## config.mk

```make
export PLATFORM = sky130hd
export DESIGN_NAME = apb_cmd_master_flat
export DESIGN_NICKNAME = d
export VERILOG_FILES = /design/src/rtl/apb_cmd_master_if.sv /design/src/rtl/apb_cmd_master.sv /design/src/flat_wrapper.sv
export SDC_FILE = /design/constraint.sdc
export NUM_CORES = 1
export LEC_CHECK = 0
export BUFFER_PORTS_ARGS = -buffer_cell sky130_fd_sc_hd__clkbuf_2
export CORE_ASPECT_RATIO = 1.25
export CORE_MARGIN = 2
export CORE_UTILIZATION = 41
export DETAILED_ROUTE_END_ITERATION = 8
export PLACE_DENSITY = 0.75
export SLEW_MARGIN = 20
export SYNTH_ARGS = -nofsm -noshare
export SYNTH_HDL_FRONTEND = slang
export SYNTH_SLANG_ARGS = --single-unit
```

## constraint.sdc

```tcl
create_clock -name HCLK -period 1.3 [get_ports HCLK]
set_input_delay 0.13 -clock HCLK [delete_from_list [all_inputs] [get_ports HCLK]]
set_output_delay 0.13 -clock HCLK [all_outputs]
set_load 0.005 [all_outputs]
```

## src/rtl/apb_cmd_master_if.sv

```systemverilog
// Core-side request/response channels plus the APB master bus of apb_cmd_master.
// master modport is the DUT view; slave modport is the requester/APB-slave view.
interface apb_cmd_master_if #(
  parameter int APB_ADDR_WIDTH = 12
);
  logic                      req_valid;
  logic                      req_ready;
  logic                      req_write;
  logic [APB_ADDR_WIDTH-1:0] req_addr;
  logic [31:0]               req_wdata;
  logic                      rsp_valid;
  logic                      rsp_ready;
  logic [31:0]               rsp_rdata;
  logic                      rsp_err;
  logic [APB_ADDR_WIDTH-1:0] PADDR;
  logic [31:0]               PWDATA;
  logic                      PWRITE;
  logic                      PSEL;
  logic                      PENABLE;
  logic [31:0]               PRDATA;
  logic                      PREADY;
  logic                      PSLVERR;

  modport master (
    input  req_valid, req_write, req_addr, req_wdata, rsp_ready,
    input  PRDATA, PREADY, PSLVERR,
    output req_ready, rsp_valid, rsp_rdata, rsp_err,
    output PADDR, PWDATA, PWRITE, PSEL, PENABLE
  );

  modport slave (
    output req_valid, req_write, req_addr, req_wdata, rsp_ready,
    output PRDATA, PREADY, PSLVERR,
    input  req_ready, rsp_valid, rsp_rdata, rsp_err,
    input  PADDR, PWDATA, PWRITE, PSEL, PENABLE
  );
endinterface

```

## src/rtl/apb_cmd_master.sv

```systemverilog
// Single-outstanding APB master: one request -> SETUP/ACCESS -> one response; all outputs registered.
// Optional ACCESS wait timeout enabled by defining APB_CMD_TIMEOUT_EN.
module apb_cmd_master #(
  parameter int APB_ADDR_WIDTH = 12,
  parameter int TIMEOUT_CYCLES = 255
) (
  input  logic              HCLK,
  input  logic              HRESETn,
  apb_cmd_master_if.master  bus
);

  if (TIMEOUT_CYCLES < 1 || TIMEOUT_CYCLES > 65535) begin : g_bad_timeout
    $error("apb_cmd_master: TIMEOUT_CYCLES must be 1..65535");
  end

  typedef enum logic [1:0] {IDLE, SETUP, ACCESS, RESP} state_t;

  state_t state, state_nxt;
  logic   accept;
  logic   complete;
  logic   timeout;

  assign accept = (state == IDLE) && bus.req_valid;

`ifdef APB_CMD_TIMEOUT_EN
  localparam logic [15:0] TO_LIM = 16'(TIMEOUT_CYCLES);
  logic [15:0] wait_cnt;

  // Cleared while in SETUP so it starts at 0 on the first ACCESS cycle.
  always_ff @(posedge HCLK or negedge HRESETn) begin
    if (!HRESETn) begin
      wait_cnt <= '0;
    end else if (state == SETUP) begin
      wait_cnt <= '0;
    end else if (state == ACCESS && !bus.PREADY) begin
      wait_cnt <= wait_cnt + 16'd1;
    end
  end

  assign timeout = (state == ACCESS) && !bus.PREADY && (wait_cnt == TO_LIM);
`else
  assign timeout = 1'b0;
`endif

  assign complete = (state == ACCESS) && (bus.PREADY || timeout);

  always_comb begin
    state_nxt = state;
    case (state)
      IDLE:    if (accept)        state_nxt = SETUP;
      SETUP:                      state_nxt = ACCESS;
      ACCESS:  if (complete)      state_nxt = RESP;
      RESP:    if (bus.rsp_ready) state_nxt = IDLE;
      default:                    state_nxt = IDLE;
    endcase
  end

  always_ff @(posedge HCLK or negedge HRESETn) begin
    if (!HRESETn) begin
      state <= IDLE;
    end else begin
      state <= state_nxt;
    end
  end

  // Handshake/strobe outputs are the decoded next state, so they line up with the state register.
  always_ff @(posedge HCLK or negedge HRESETn) begin
    if (!HRESETn) begin
      bus.req_ready <= 1'b1;
      bus.rsp_valid <= 1'b0;
      bus.rsp_rdata <= '0;
      bus.rsp_err   <= 1'b0;
      bus.PADDR     <= '0;
      bus.PWDATA    <= '0;
      bus.PWRITE    <= 1'b0;
      bus.PSEL      <= 1'b0;
      bus.PENABLE   <= 1'b0;
    end else begin
      bus.req_ready <= (state_nxt == IDLE);
      bus.PSEL      <= (state_nxt == SETUP) || (state_nxt == ACCESS);
      bus.PENABLE   <= (state_nxt == ACCESS);
      bus.rsp_valid <= (state_nxt == RESP);
      if (accept) begin
        bus.PADDR  <= bus.req_addr;
        bus.PWRITE <= bus.req_write;
        bus.PWDATA <= bus.req_write ? bus.req_wdata : 32'h0;
      end
      // PADDR/PWRITE are deliberately retained after completion; only PWDATA is cleared.
      if (complete) begin
        bus.PWDATA    <= 32'h0;
        bus.rsp_rdata <= (bus.PREADY && !bus.PWRITE) ? bus.PRDATA : 32'h0;
        bus.rsp_err   <= bus.PREADY ? bus.PSLVERR : 1'b1;
      end
    end
  end

endmodule
```

## src/flat_wrapper.sv

```systemverilog
// flat-port wrapper written by rule: the top's interface ports become plain ports
module apb_cmd_master_flat 
#(
  parameter int APB_ADDR_WIDTH = 12,
  parameter int TIMEOUT_CYCLES = 255
)
  (HCLK, HRESETn, bus_req_valid, bus_req_write, bus_req_addr, bus_req_wdata, bus_rsp_ready, bus_PRDATA, bus_PREADY, bus_PSLVERR, bus_req_ready, bus_rsp_valid, bus_rsp_rdata, bus_rsp_err, bus_PADDR, bus_PWDATA, bus_PWRITE, bus_PSEL, bus_PENABLE);
  apb_cmd_master_if #(.APB_ADDR_WIDTH(APB_ADDR_WIDTH)) bus_i ();
  input  logic HCLK;
  input  logic HRESETn;
  input wire logic [$bits(bus_i.req_valid)-1:0] bus_req_valid;
  input wire logic [$bits(bus_i.req_write)-1:0] bus_req_write;
  input wire logic [$bits(bus_i.req_addr)-1:0] bus_req_addr;
  input wire logic [$bits(bus_i.req_wdata)-1:0] bus_req_wdata;
  input wire logic [$bits(bus_i.rsp_ready)-1:0] bus_rsp_ready;
  input wire logic [$bits(bus_i.PRDATA)-1:0] bus_PRDATA;
  input wire logic [$bits(bus_i.PREADY)-1:0] bus_PREADY;
  input wire logic [$bits(bus_i.PSLVERR)-1:0] bus_PSLVERR;
  output wire logic [$bits(bus_i.req_ready)-1:0] bus_req_ready;
  output wire logic [$bits(bus_i.rsp_valid)-1:0] bus_rsp_valid;
  output wire logic [$bits(bus_i.rsp_rdata)-1:0] bus_rsp_rdata;
  output wire logic [$bits(bus_i.rsp_err)-1:0] bus_rsp_err;
  output wire logic [$bits(bus_i.PADDR)-1:0] bus_PADDR;
  output wire logic [$bits(bus_i.PWDATA)-1:0] bus_PWDATA;
  output wire logic [$bits(bus_i.PWRITE)-1:0] bus_PWRITE;
  output wire logic [$bits(bus_i.PSEL)-1:0] bus_PSEL;
  output wire logic [$bits(bus_i.PENABLE)-1:0] bus_PENABLE;
  assign bus_i.req_valid = bus_req_valid;
  assign bus_i.req_write = bus_req_write;
  assign bus_i.req_addr = bus_req_addr;
  assign bus_i.req_wdata = bus_req_wdata;
  assign bus_i.rsp_ready = bus_rsp_ready;
  assign bus_i.PRDATA = bus_PRDATA;
  assign bus_i.PREADY = bus_PREADY;
  assign bus_i.PSLVERR = bus_PSLVERR;
  assign bus_req_ready = bus_i.req_ready;
  assign bus_rsp_valid = bus_i.rsp_valid;
  assign bus_rsp_rdata = bus_i.rsp_rdata;
  assign bus_rsp_err = bus_i.rsp_err;
  assign bus_PADDR = bus_i.PADDR;
  assign bus_PWDATA = bus_i.PWDATA;
  assign bus_PWRITE = bus_i.PWRITE;
  assign bus_PSEL = bus_i.PSEL;
  assign bus_PENABLE = bus_i.PENABLE;
  apb_cmd_master #(.APB_ADDR_WIDTH(APB_ADDR_WIDTH), .TIMEOUT_CYCLES(TIMEOUT_CYCLES)) u_core (.HCLK(HCLK), .HRESETn(HRESETn), .bus(bus_i));
endmodule
```

Word level (Yosys, flattened, before mapping)

Cells that the tools add are included.

Flip-flop bits (word level): 84
Input port bits: 83
Output and inout bits: 82
Word-level logic and storage cells: 33

Equal/unequal tests: 6
Multiplexer cells: 9
Reductions and logical operators: 8

Operator list:

| kind                                                 | number |
|---|---|
| 2-to-1 mux 32 bit                                    | 4 |
| equality test 2 bit (second input constant)          | 4 |
| one-hot mux 2 bit (4 select lines)                   | 1 |
| 2-to-1 mux 2 bit                                     | 3 |
| equality test 2 x 1 -> 1 bit (second input constant) | 2 |
| logical NOT 2 bit                                    | 2 |
| logical AND 1 bit                                    | 3 |
| nonzero test 2 bit                                   | 1 |
| logical NOT 1 bit                                    | 1 |
| logical OR 1 bit                                     | 1 |
| 2-to-1 mux 1 bit                                     | 1 |

Longest topological paths before layout

Gate-level depths: netlist of run 1.

Word-level depth: 6
Depth in mapped cells: 6
Mapped depth without buffers: 4

Worst setup path after synthesis of run 1

No wires, ideal clock.

Path type: reg-to-reg
Start point: register u_core.state[1]
End point: register u_core.bus.PSEL
Setup time: 0.126 ns
Arrival: 1.311 ns
Required time: 1.174 ns
Path slack: -0.137 ns
Cell stages (with the launch flop): 7
Buffers on the path: 2
Path through: dfrtp_1 mux2i_1 or2_1 buf_6 buf_6 o21ai_0 ha_1

Cells in the longest elaborated chain, start to end: 6

RTL lines:

| item                                                                       | RTL line                                                         | source |
|---|---|---|
| start: declaration                                                         | apb_cmd_master.sv:18                                             | `state_t state, state_nxt;` |
| start signal: assignment                                                   | apb_cmd_master.sv:62                                             | `state <= state_nxt;` |
| equality test 2 bit / logical NOT 2 bit (equally long branches)            | apb_cmd_master.sv:45, apb_cmd_master.sv:49, apb_cmd_master.sv:23 |  |
| logical AND 1 bit, on equally long branches                                | apb_cmd_master.sv:45, apb_cmd_master.sv:23                       |  |
| 2-to-1 mux 2 bit, on equally long branches                                 | apb_cmd_master.sv:52, apb_cmd_master.sv:50                       |  |
| one-hot mux 2 bit (4 select lines) (*)                                     | apb_cmd_master.sv:49                                             | `case (state)` |
| equality test 2 x 1 -> 1 bit / equality test 2 bit (equally long branches) | apb_cmd_master.sv:80                                             | `bus.PSEL <= (state_nxt == SETUP) \|\| (state_nxt == ACCESS);` |
| logical OR 1 bit (*)                                                       | apb_cmd_master.sv:80                                             |  |
| end signal: assignment                                                     | apb_cmd_master.sv:80                                             |  |
| end: declaration                                                           | apb_cmd_master_if.sv:28                                          | `output PADDR, PWDATA, PWRITE, PSEL, PENABLE` |

Every way passes the cells marked *; elsewhere a longest branch is shown, timed or not.
A chain may end at the register's enable or synchronous reset.

Worst setup path in the final report of run 1

Start point: register u_core.state[1]
End point: register u_core.bus.PWDATA[12]

Cells in the longest elaborated chain, start to end: 3

RTL lines:

| item                                                            | RTL line                                   | source |
|---|---|---|
| equality test 2 bit / logical NOT 2 bit (equally long branches) | apb_cmd_master.sv:45, apb_cmd_master.sv:23 |  |
| logical AND 1 bit, on equally long branches                     | apb_cmd_master.sv:45, apb_cmd_master.sv:23 |  |
| 2-to-1 mux 32 bit / nonzero test 2 bit (equally long branches)  | --                                         |  |
| end signal: assignment                                          | apb_cmd_master.sv:86                       | `bus.PWDATA <= bus.req_write ? bus.req_wdata : 32'h0;` |
| end: declaration                                                | apb_cmd_master_if.sv:28                    |  |

Parallel ways exist; a longest one is shown, timed or not.

==> results of run 1 <==
==> synth_stat cells (2+ instances only) <==
master	n	area, sq um
a22o_1	32	280.3
buf_1	2	7.510
buf_2	6	30.03
buf_6	4	45.04
clkbuf_1	7	26.28
dfrtp_1	83	2077
ha_1	3	37.54
mux2_2	14	157.7
nand2_1	33	123.9
nand2b_1	32	200.2
o21a_1	2	15.01
o21ai_0	34	170.2
==> worst paths after layout <==
path	from	depth (start not counted)	end
hold / removal	bus_PRDATA[4]	3	u_core.bus.rsp_rdata[4]$_DFFE_PN0P_
min in group asynchronous	HRESETn	2	u_core.bus.rsp_rdata[25]$_DFFE_PN0P_
setup / recovery	u_core.state[1]$_DFF_PN0_	4	u_core.bus.PWDATA[12]$_DFFE_PN0P_
setup reg to reg	u_core.state[1]$_DFF_PN0_	4	u_core.bus.PWDATA[12]$_DFFE_PN0P_
max in group asynchronous	HRESETn	3	u_core.bus.PWDATA[13]$_DFFE_PN0P_
hold reg to reg	u_core.bus.rsp_rdata[25]$_DFFE_PN0P_	2	u_core.bus.rsp_rdata[25]$_DFFE_PN0P_
==> power by group <==
group / internal, mW / total [mW] / switching, mW
Combinational: 2.14 / 3.75 / 1.61
Sequential: 3.58 / 4.16 / 0.581
Clock: 1.07 / 1.95 / 0.876
==> flip-flops by register name, indices dropped and copies added, names as in the netlist <==
signal,count
u_core.bus.PWDATA,32
u_core.bus.rsp_rdata,32
u_core.bus.PADDR,12
u_core.state,2
u_core.bus.PENABLE,1
u_core.bus.PSEL,1
u_core.bus.PWRITE,1
u_core.bus.req_ready,1
u_core.bus.rsp_err,1
u_core.bus.rsp_valid,1
==> worst max-delay path, cell delays in order, from the launching register on <==
cell	delay, ns
dfrtp_1	0.42
mux2i_1	0.14
or2_4	0.27
buf_12	0.17
a22o_1	0.23
==> cell families (layout without fill, tap and decap cells) <==
kind of cell / Yosys count / in the layout / synth area share (%)
AOI/OAI and AO/OA: 68 / 68 / 14.33
adders and majority gates: 3 / 3 / 1.156
buffers and inverters: 20 / 241 / 3.467
DFF: 84 / 84 / 64.75
muxes: 15 / 15 / 5.162
and+or+nand+nor: 70 / 70 / 11.13
==> cell type report <==
type	count	area, sq um
Clock inverter	4	75.07
Tap cell	95	118.9
Timing Repair Buffer	225	1544
Fill cell	628	2713
Sequential cell	84	2107
Inverter	1	3.754
Clock buffer	11	131.4
Multi-Input combinational cell	156	1055
==> through the flow <==
step / cells / TNS, ns
6_report: 576 / -0.7048
5_1_grt: 576 / -2.995
4_1_cts: 563 / -0.5847
3_5_place_dp: 510 / -3.118
3_3_place_gp: 510 / -2.232
2_1_floorplan: 260 / -2.708
==> metal layers <==
metal / share of wire [%] / up-vias / global-route usage (%)
met4: 1.9 / 0 / 7.258
met2: 53 / 113 / 31.71
li1: - / 1323 / -
met5: 0 / - / 0
met3: 6.0 / 16 / 4.701
met1: 39 / 1297 / 23.56
==> repair_timing <==
action,in CTS,in global routing
hold buffers,33,8
setup buffers,4,1
endpoints found under the setup margin,65,78
cloned,1,4
resized for setup,6,26
pin swaps,1,5
hold endpoints to repair,116,8
==> metrics, run 1 <==
status=finished with violations; failing checks=negative setup slack; most frequent cells in the layout=163 x clkbuf_2, 82 x dfrtp_1, 41 x dlygate4sd3_1; fin area=a little over 0.005 sq mm; RSZ-0062 raised after global routing=true; # IOs=~170; # rows=36; Crit path required time=around 1.5 ns; worst vdd ir=between 900 and 1000 uV; CTS clk-pin slew, worst paths=roughly 0.080 ns; Primary FF master, synth=dfrtp_1; final clock skew=between 0.008 and 0.009 ns; Syn. warnings=0; Post-Syn Nets=approximately 350; final worst slack=-0.04541 ns; # nets final=between 500 and 600; initial DRC count=72; Synth Instances=260; Core Util, Final=about two thirds; Worst-Skew Late Latency=approximately 0.34 ns; HP Class=primary input to register; Final Hold Viols=0; Relative slew margins=between 80 and 90%; EDFF count, synth=0; Worst setup SP type=register; CTS Buffer Depth=2; Antenna Nets Post-Route=0; routed wire length=between 8000 and 9000 um; Vias=between 2000 and 3000; CTS H-tree lvls=3; Via density=4.773; layout cells sized above 1=a little under half; total core area=0.007747 sq mm; worst slack, placed=-0.1019 ns; DRC viols=0; port bufs=approximately 160; post-DP HPWL=5307 um; area of the die=0.008655 sq mm; number of global-route vias before repair=between 2000 and 3000; P_leak=roughly 2.6 nW; Final min period=1.345 ns; max cap viols=0; Yosys reg bits=84; Distinct cells, synth=20; Worst-Margin Slew=about 0.26 ns; crit share post-route=103.5%; CTS tree=built; async set or reset register ratio after synthesis=100.0%; post-synthesis sequential area ratio=between 60 and 70%; Max Slew Vio Count=0; largest net degree at the start of global routing=39; Clock Sinks=84; # setup viols final=37; drt pass-1 iters=4; Crit path arrival time=approximately 1.6 ns; gpl congestion=about 0.80; worst-path fanout max=27; most common cell after layout, fill and taps aside=clkbuf_2; placed cell area=between 0.004 and 0.005 sq mm; Root Buffer=clkbuf_8; drt wl/cell=~15 um; fmax=0.7433 GHz; antenna violations before repair=0; synthesized cell area=0.003248 sq mm; Power Density=1958 mW/mm^2; total track usage=between 10% and 20%; Congestion Overflow GR=0; R2R Setup Slk=-0.05 ns; synthesized area per cell=~12 sq um; # diodes=0; first-pass GRT wire length=13340 um; Hold WS=approximately 0.0043 ns; total CTS buffers=9; Worst setup EP type=register; Layout area overhead=55.01%; Final Power=9.859 mW; Die Y=roughly 100 um; die width=~84 um; Initial Util=approximately two fifths; Setup CP Type=register to register
Note: power is estimated with default switching activity, not from simulation.
==> run 2: changes to the inputs <==
- REMOVE_ABC_BUFFERS: default -> 1
==> run 2 against run 1 <==
  * Highest routed layer unchanged
  * Via count up 0.73%
  * The run still ends with negative setup slack left
  * Cell count decreased by 0.69%
  * Power fell by 2.1%
==> metrics, run 2 (same netlist as run 1, synthesis figures left out) <==
layout cells sized above 1=44.44% (-1.1 points); Via density=4.841 (+1.4%); most frequent cells in the layout=163 x clkbuf_2, 83 x dfrtp_1, 41 x dlygate4sd3_1; final-layout fill cell count=618 (-1.6%); # setup viols final=44 (+19%); Worst-Margin Slew=0.4255 ns (+0.1677 ns); routing usage on met3=4.223% (-0.48 points); Power Density=1948 mW/mm^2 (-0.52%); post-DP HPWL=4937 um (-7.0%); Final Hold Viols=0 (unchanged); Worst-Skew Late Latency=0.34 ns (about the same); M2 GR Usage=30.34% (-1.4 points); Vias=2769 (+0.73%); CTS tree=built; drt pass-1 iters=4 (unchanged); GR peak layer=met2; failing checks=negative setup slack; P_leak=2.597 nW (-1.0%); initial DRC count=149 (+110%); final worst slack=-0.06135 ns (-0.01594 ns); Clock Sinks=84 (unchanged); worst vdd ir=900.2 uV (-3.3%); antenna violations before repair=0 (unchanged); area of the die=0.008655 sq mm (unchanged); Crit path arrival time=1.59 ns (+0.02 ns); # IOs=165 (unchanged); Die Y=103.5 um (unchanged); CTS Buffer Depth=2 (unchanged); Hold WS=0.01401 ns (+0.009719 ns); met1 usage=23.09% (-0.47 points); Layout area overhead=52.47%; die width=83.61 um (unchanged); placed cell area=0.004204 sq mm (-0.27%); # rows=36 (unchanged); first-pass GRT wire length=12890 um (-3.4%); status=finished with violations; worst slack, placed=-0.09609 ns (+0.005801 ns); Root Buffer=clkbuf_8; largest net degree at the start of global routing=85 (+120%); total track usage=18.37% (-0.56 points); crit share post-route=104.7% (+1.2 points); Worst setup EP type=register; max cap viols=0 (unchanged); Crit path required time=1.53 ns (about the same); Max Slew Vio Count=0 (unchanged); DRC viols=0 (unchanged); Final Power=9.647 mW (-2.1%); Initial Util=41.93% (unchanged); # diodes=0 (unchanged); Congestion Overflow GR=0 (unchanged); fin cells=572 (-0.69%); drt wl/cell=14.34 um (-2.8%); RSZ-0062 raised after global routing=true; Final min period=1.361 ns (+0.01594 ns); Core Util, Final=63.92% (-1.1 points); largest registers=u_core.bus.PWDATA: 32 flops, u_core.bus.rsp_rdata: 32 flops, u_core.bus.PADDR: 12 flops; worst-path fanout max=16 (-41%); Worst setup SP type=register; fin area=0.004952 sq mm (-1.6%); gpl congestion=0.7475 (-6.8%); most common cell after layout, fill and taps aside=clkbuf_2; Relative slew margins=71.63% (-11 points); routed wire length=8204 um (-3.5%); CTS H-tree lvls=3 (unchanged); total CTS buffers=9 (unchanged); # nets final=558 (-0.89%); setup_tns=-1.711 ns (-1.006 ns); number of global-route vias before repair=2722 (-2.1%); fmax=0.7346 GHz (-1.2%); Antenna Nets Post-Route=0 (unchanged); Setup CP Type=register to register; total core area=0.007747 sq mm (unchanged); HP Class=primary input to register; port bufs=164 (unchanged); Placed Cells incl. Taps=508 (-0.39%); final clock skew=0.009698 ns (+0.001674 ns); CTS clk-pin slew, worst paths=0.08 ns (about the same)
run 2: layout make-up:
type	instances	area, sq um	area share [%]
clock buffers	12	155.1	3.133
clock inverters	4	47.55	0.9601
inverters	1	3.754	0.07580
multi-input cells	156	1049	21.17
flip-flops and latches	84	2103	42.47
well taps	95	118.9	2.400
repair buffers	220	1475	29.79
run 2: final timing paths:
kind	startpoint	endpoint	slack, ns	cells after the start
max reg2reg	u_core.state[1]$_DFF_PN0_	u_core.bus.PWDATA[28]$_DFFE_PN0P_	-0.06	4
min	bus_PRDATA[5]	u_core.bus.rsp_rdata[5]$_DFFE_PN0P_	0.01	3
min reg2reg	u_core.bus.rsp_rdata[2]$_DFFE_PN0P_	u_core.bus.rsp_rdata[2]$_DFFE_PN0P_	0.48	2
max in group asynchronous	HRESETn	u_core.bus.req_ready$_DFF_PN1_	0.60	3
max	u_core.state[1]$_DFF_PN0_	u_core.bus.PWDATA[28]$_DFFE_PN0P_	-0.06	4
min in group asynchronous	HRESETn	u_core.bus.rsp_rdata[18]$_DFFE_PN0P_	0.36	3
run 2: what timing repair did:
| item | CTS | global route |
|---|---|---|
| pin swaps | 0 | 1 |
| setup endpoints to repair | 51 | 81 |
| hold buffers | 41 | 0 |
| hold endpoints to repair | 123 | 0 |
| setup buffers | 1 | 2 |
| gates resized for setup | 34 | 4 |
| cloned | 1 | 3 |
run 2: critical path: stages (launching register included):
cell,delay (ns)
dfrtp_1,0.42
mux2i_1,0.14
or2_4,0.28
buf_12,0.16
a22o_1,0.24
run 2: per-layer routing:
metal,share of wire (%),wire (um),up-vias
met5,0,0,-
met4,1.6,133,0
met3,6.6,541,12
met2,52,4242,115
met1,40,3285,1329
li1,-,-,1313
run 2: power by group:
part	leakage [nW]	internal [mW]	switching (mW)
combinational	1.41	2.06	1.64
sequential	1.09	3.57	0.526
clock	0.102	0.987	0.866
total	2.60	6.61	3.04
==> run 3: changes to the inputs <==
- CORE_MARGIN: 2 -> default
- CORE_UTILIZATION: 41 -> 49
- PLACE_DENSITY: 0.75 -> 0.84
- TNS_END_PERCENT: default -> 50
- clock period: 1.3 -> 1.7 ns (I/O delays scaled with it)
==> run 3 against run 2 <==
  * The flow now finishes without violations
  * Clock power decreased by 34%
  * Final area fell by 13%
  * First-iteration DRC count is 25% higher
  * Sequential share of layout area rose by 6.2 points
  * Power is 31% lower
  * Maximum frequency fell by 11%
  * Critical path depth decreased by 1
  * Setup slack gained 0.23 ns
  * Sequential power down 21%
  * Critical endpoint is now u_core.bus.rsp_rdata[26]$_DFFE_PN0P_
==> metrics, run 3 (same netlist as run 1, synthesis figures left out) <==
status=completed; Via density=4.990 (+3.1%); antenna violations before repair=0 (unchanged); Worst-Skew Late Latency=0.34 ns (about the same); initial DRC count=186 (+25%); first-pass GRT wire length=11350 um (-12%); area of the die=0.006961 sq mm (-20%); most frequent cells in the layout=163 x clkbuf_2, 82 x dfrtp_1, 34 x o21ai_0; Die Y=93.03 um (-10%); # diodes=0 (unchanged); fmax=0.6548 GHz (-11%); number of global-route vias before repair=2449 (-10%); # rows=32 (-11%); Core Util, Final=68.81% (+4.9 points); Worst setup SP type=register; drt wl/cell=14.31 um (-0.22%); Congestion Overflow GR=0 (unchanged); final worst slack=0.1728 ns (+0.2342 ns); most common cell after layout, fill and taps aside=clkbuf_2; die width=74.82 um (-11%); worst slack, placed=0.1818 ns (+0.2778 ns); layout cells sized above 1=46.84% (+2.4 points); total core area=0.006286 sq mm (-19%); gpl congestion=0.7571 (+1.3%); # setup viols final=0 (-100%); fin area=0.004325 sq mm (-13%); HP Class=primary input to register; Root Buffer=clkbuf_8; CTS tree=built; Hold WS=0.04073 ns (+0.02672 ns); final-layout fill cell count=470 (-24%); CTS H-tree lvls=3 (unchanged); Relative slew margins=70.62% (-1.0 points); Initial Util=51.67% (+9.7 points); crit share post-route=89.84% (-15 points); DRC viols=0 (unchanged); drt pass-1 iters=5 (+1); Antenna Nets Post-Route=0 (unchanged); worst-path fanout max=58 (+42); Crit path required time=1.90 ns (+0.37 ns); port bufs=164 (unchanged); routed wire length=7327 um (-11%); RSZ-0062 raised after global routing=false; P_leak=2.316 nW (-11%); Worst setup EP type=register; Final Hold Viols=0 (unchanged); Max Slew Vio Count=0 (unchanged); Clock Sinks=84 (unchanged); # IOs=165 (unchanged); max cap viols=0 (unchanged); Setup CP Type=register to register; Setup Fix Bufs, Post-CTS=0 (-1); Crit path arrival time=1.73 ns (+0.14 ns); CTS Buffer Depth=2 (unchanged); Final min period=1.527 ns (+0.1658 ns); placed cell area=0.004144 sq mm (-1.4%); Worst-Margin Slew=0.4407 ns (+0.01516 ns); final clock skew=0.009287 ns (-0.0004103 ns); # nets final=508 (-9.0%); total track usage=22.08% (+3.7 points); Layout area overhead=33.17%; Power Density=1541 mW/mm^2 (-21%); worst vdd ir=683.4 uV (-24%); CTS clk-pin slew, worst paths=0.08 ns (about the same); post-DP HPWL=5422 um (+9.8%); largest registers=u_core.bus.PWDATA: 32 flops, u_core.bus.rsp_rdata: 32 flops, u_core.bus.PADDR: 12 flops; Vias=2555 (-7.7%); total CTS buffers=9 (unchanged); largest net degree at the start of global routing=59 (-31%)
[run 3: cell types whose count changed in the layout (fill, tap and decap cells not counted), moves of 2 or more]
| cell | previous run | this run |
|---|---|---|
| o21ai_0 | 4 | 34 |
| o21ai_1 | 30 | 0 |
| dlygate4sd3_1 | 41 | 1 |
| buf_12 | 5 | 3 |
| buf_6 | 3 | 0 |
| mux2_4 | 3 | 0 |
| clkbuf_16 | 2 | 0 |
| mux2_2 | 11 | 14 |
| buf_4 | 5 | 3 |
[run 3: worst paths after layout]
kind | startpoint | endpoint | slack [ns] | cells past startpoint
max in group asynchronous | HRESETn | u_core.bus.PWRITE$_DFFE_PN0P_ | 0.74 | 3
max reg2reg | u_core.state[1]$_DFF_PN0_ | u_core.bus.rsp_rdata[26]$_DFFE_PN0P_ | 0.17 | 3
min | bus_req_wdata[22] | u_core.bus.PWDATA[22]$_DFFE_PN0P_ | 0.04 | 2
min in group asynchronous | HRESETn | u_core.bus.PADDR[11]$_DFFE_PN0P_ | 0.33 | 2
min reg2reg | u_core.bus.rsp_rdata[27]$_DFFE_PN0P_ | u_core.bus.rsp_rdata[27]$_DFFE_PN0P_ | 0.49 | 2
max | u_core.state[1]$_DFF_PN0_ | u_core.bus.rsp_rdata[26]$_DFFE_PN0P_ | 0.17 | 3
[run 3: layout make-up]
cell class | count | area (sq um) | area share, %
clock inverter | 4 | 25.02 | 0.5785
multi-input combinational | 156 | 1032 | 23.86
tap | 85 | 106.4 | 2.459
timing repair buffer | 170 | 908.4 | 21.00
clock buffer | 12 | 145.1 | 3.356
inverter | 1 | 3.754 | 0.08678
sequential | 84 | 2105 | 48.65
[run 3: routing by layer]
metal	global-route usage, %	routed length [um]
met1	27.35	2991
met3	5.819	560
met2	34.61	3530
met4	12.26	244
met5	0	0
[run 3: repair_timing]
action / CTS / global route
endpoints found under the setup margin: 0 / 1
endpoints found under the hold margin: 32 / 0
hold buffers: 1 / 0
resized for setup: 0 / 1
[run 3: critical path, cell delays in order (launching register included)]
cell      delay, ns
dfrtp_1        0.45
nand3b_1       0.29
buf_4          0.45
o21ai_0        0.19
[run 3: stage by stage]
step                TNS (ns)  power, mW  instances
CTS                        0      6.730        512
global placement           0      5.371        495
detailed placement         0      5.500        495
finish                     0      6.664        512
global route               0      7.195        512
floorplan             -21.36      4.258        241
[run 3: report_power, final]
part | total (mW) | internal, mW | switching (mW)
Clock | 1.23 | 0.567 | 0.660
Combinational | 2.22 | 1.19 | 1.03
Sequential | 3.22 | 2.73 | 0.488
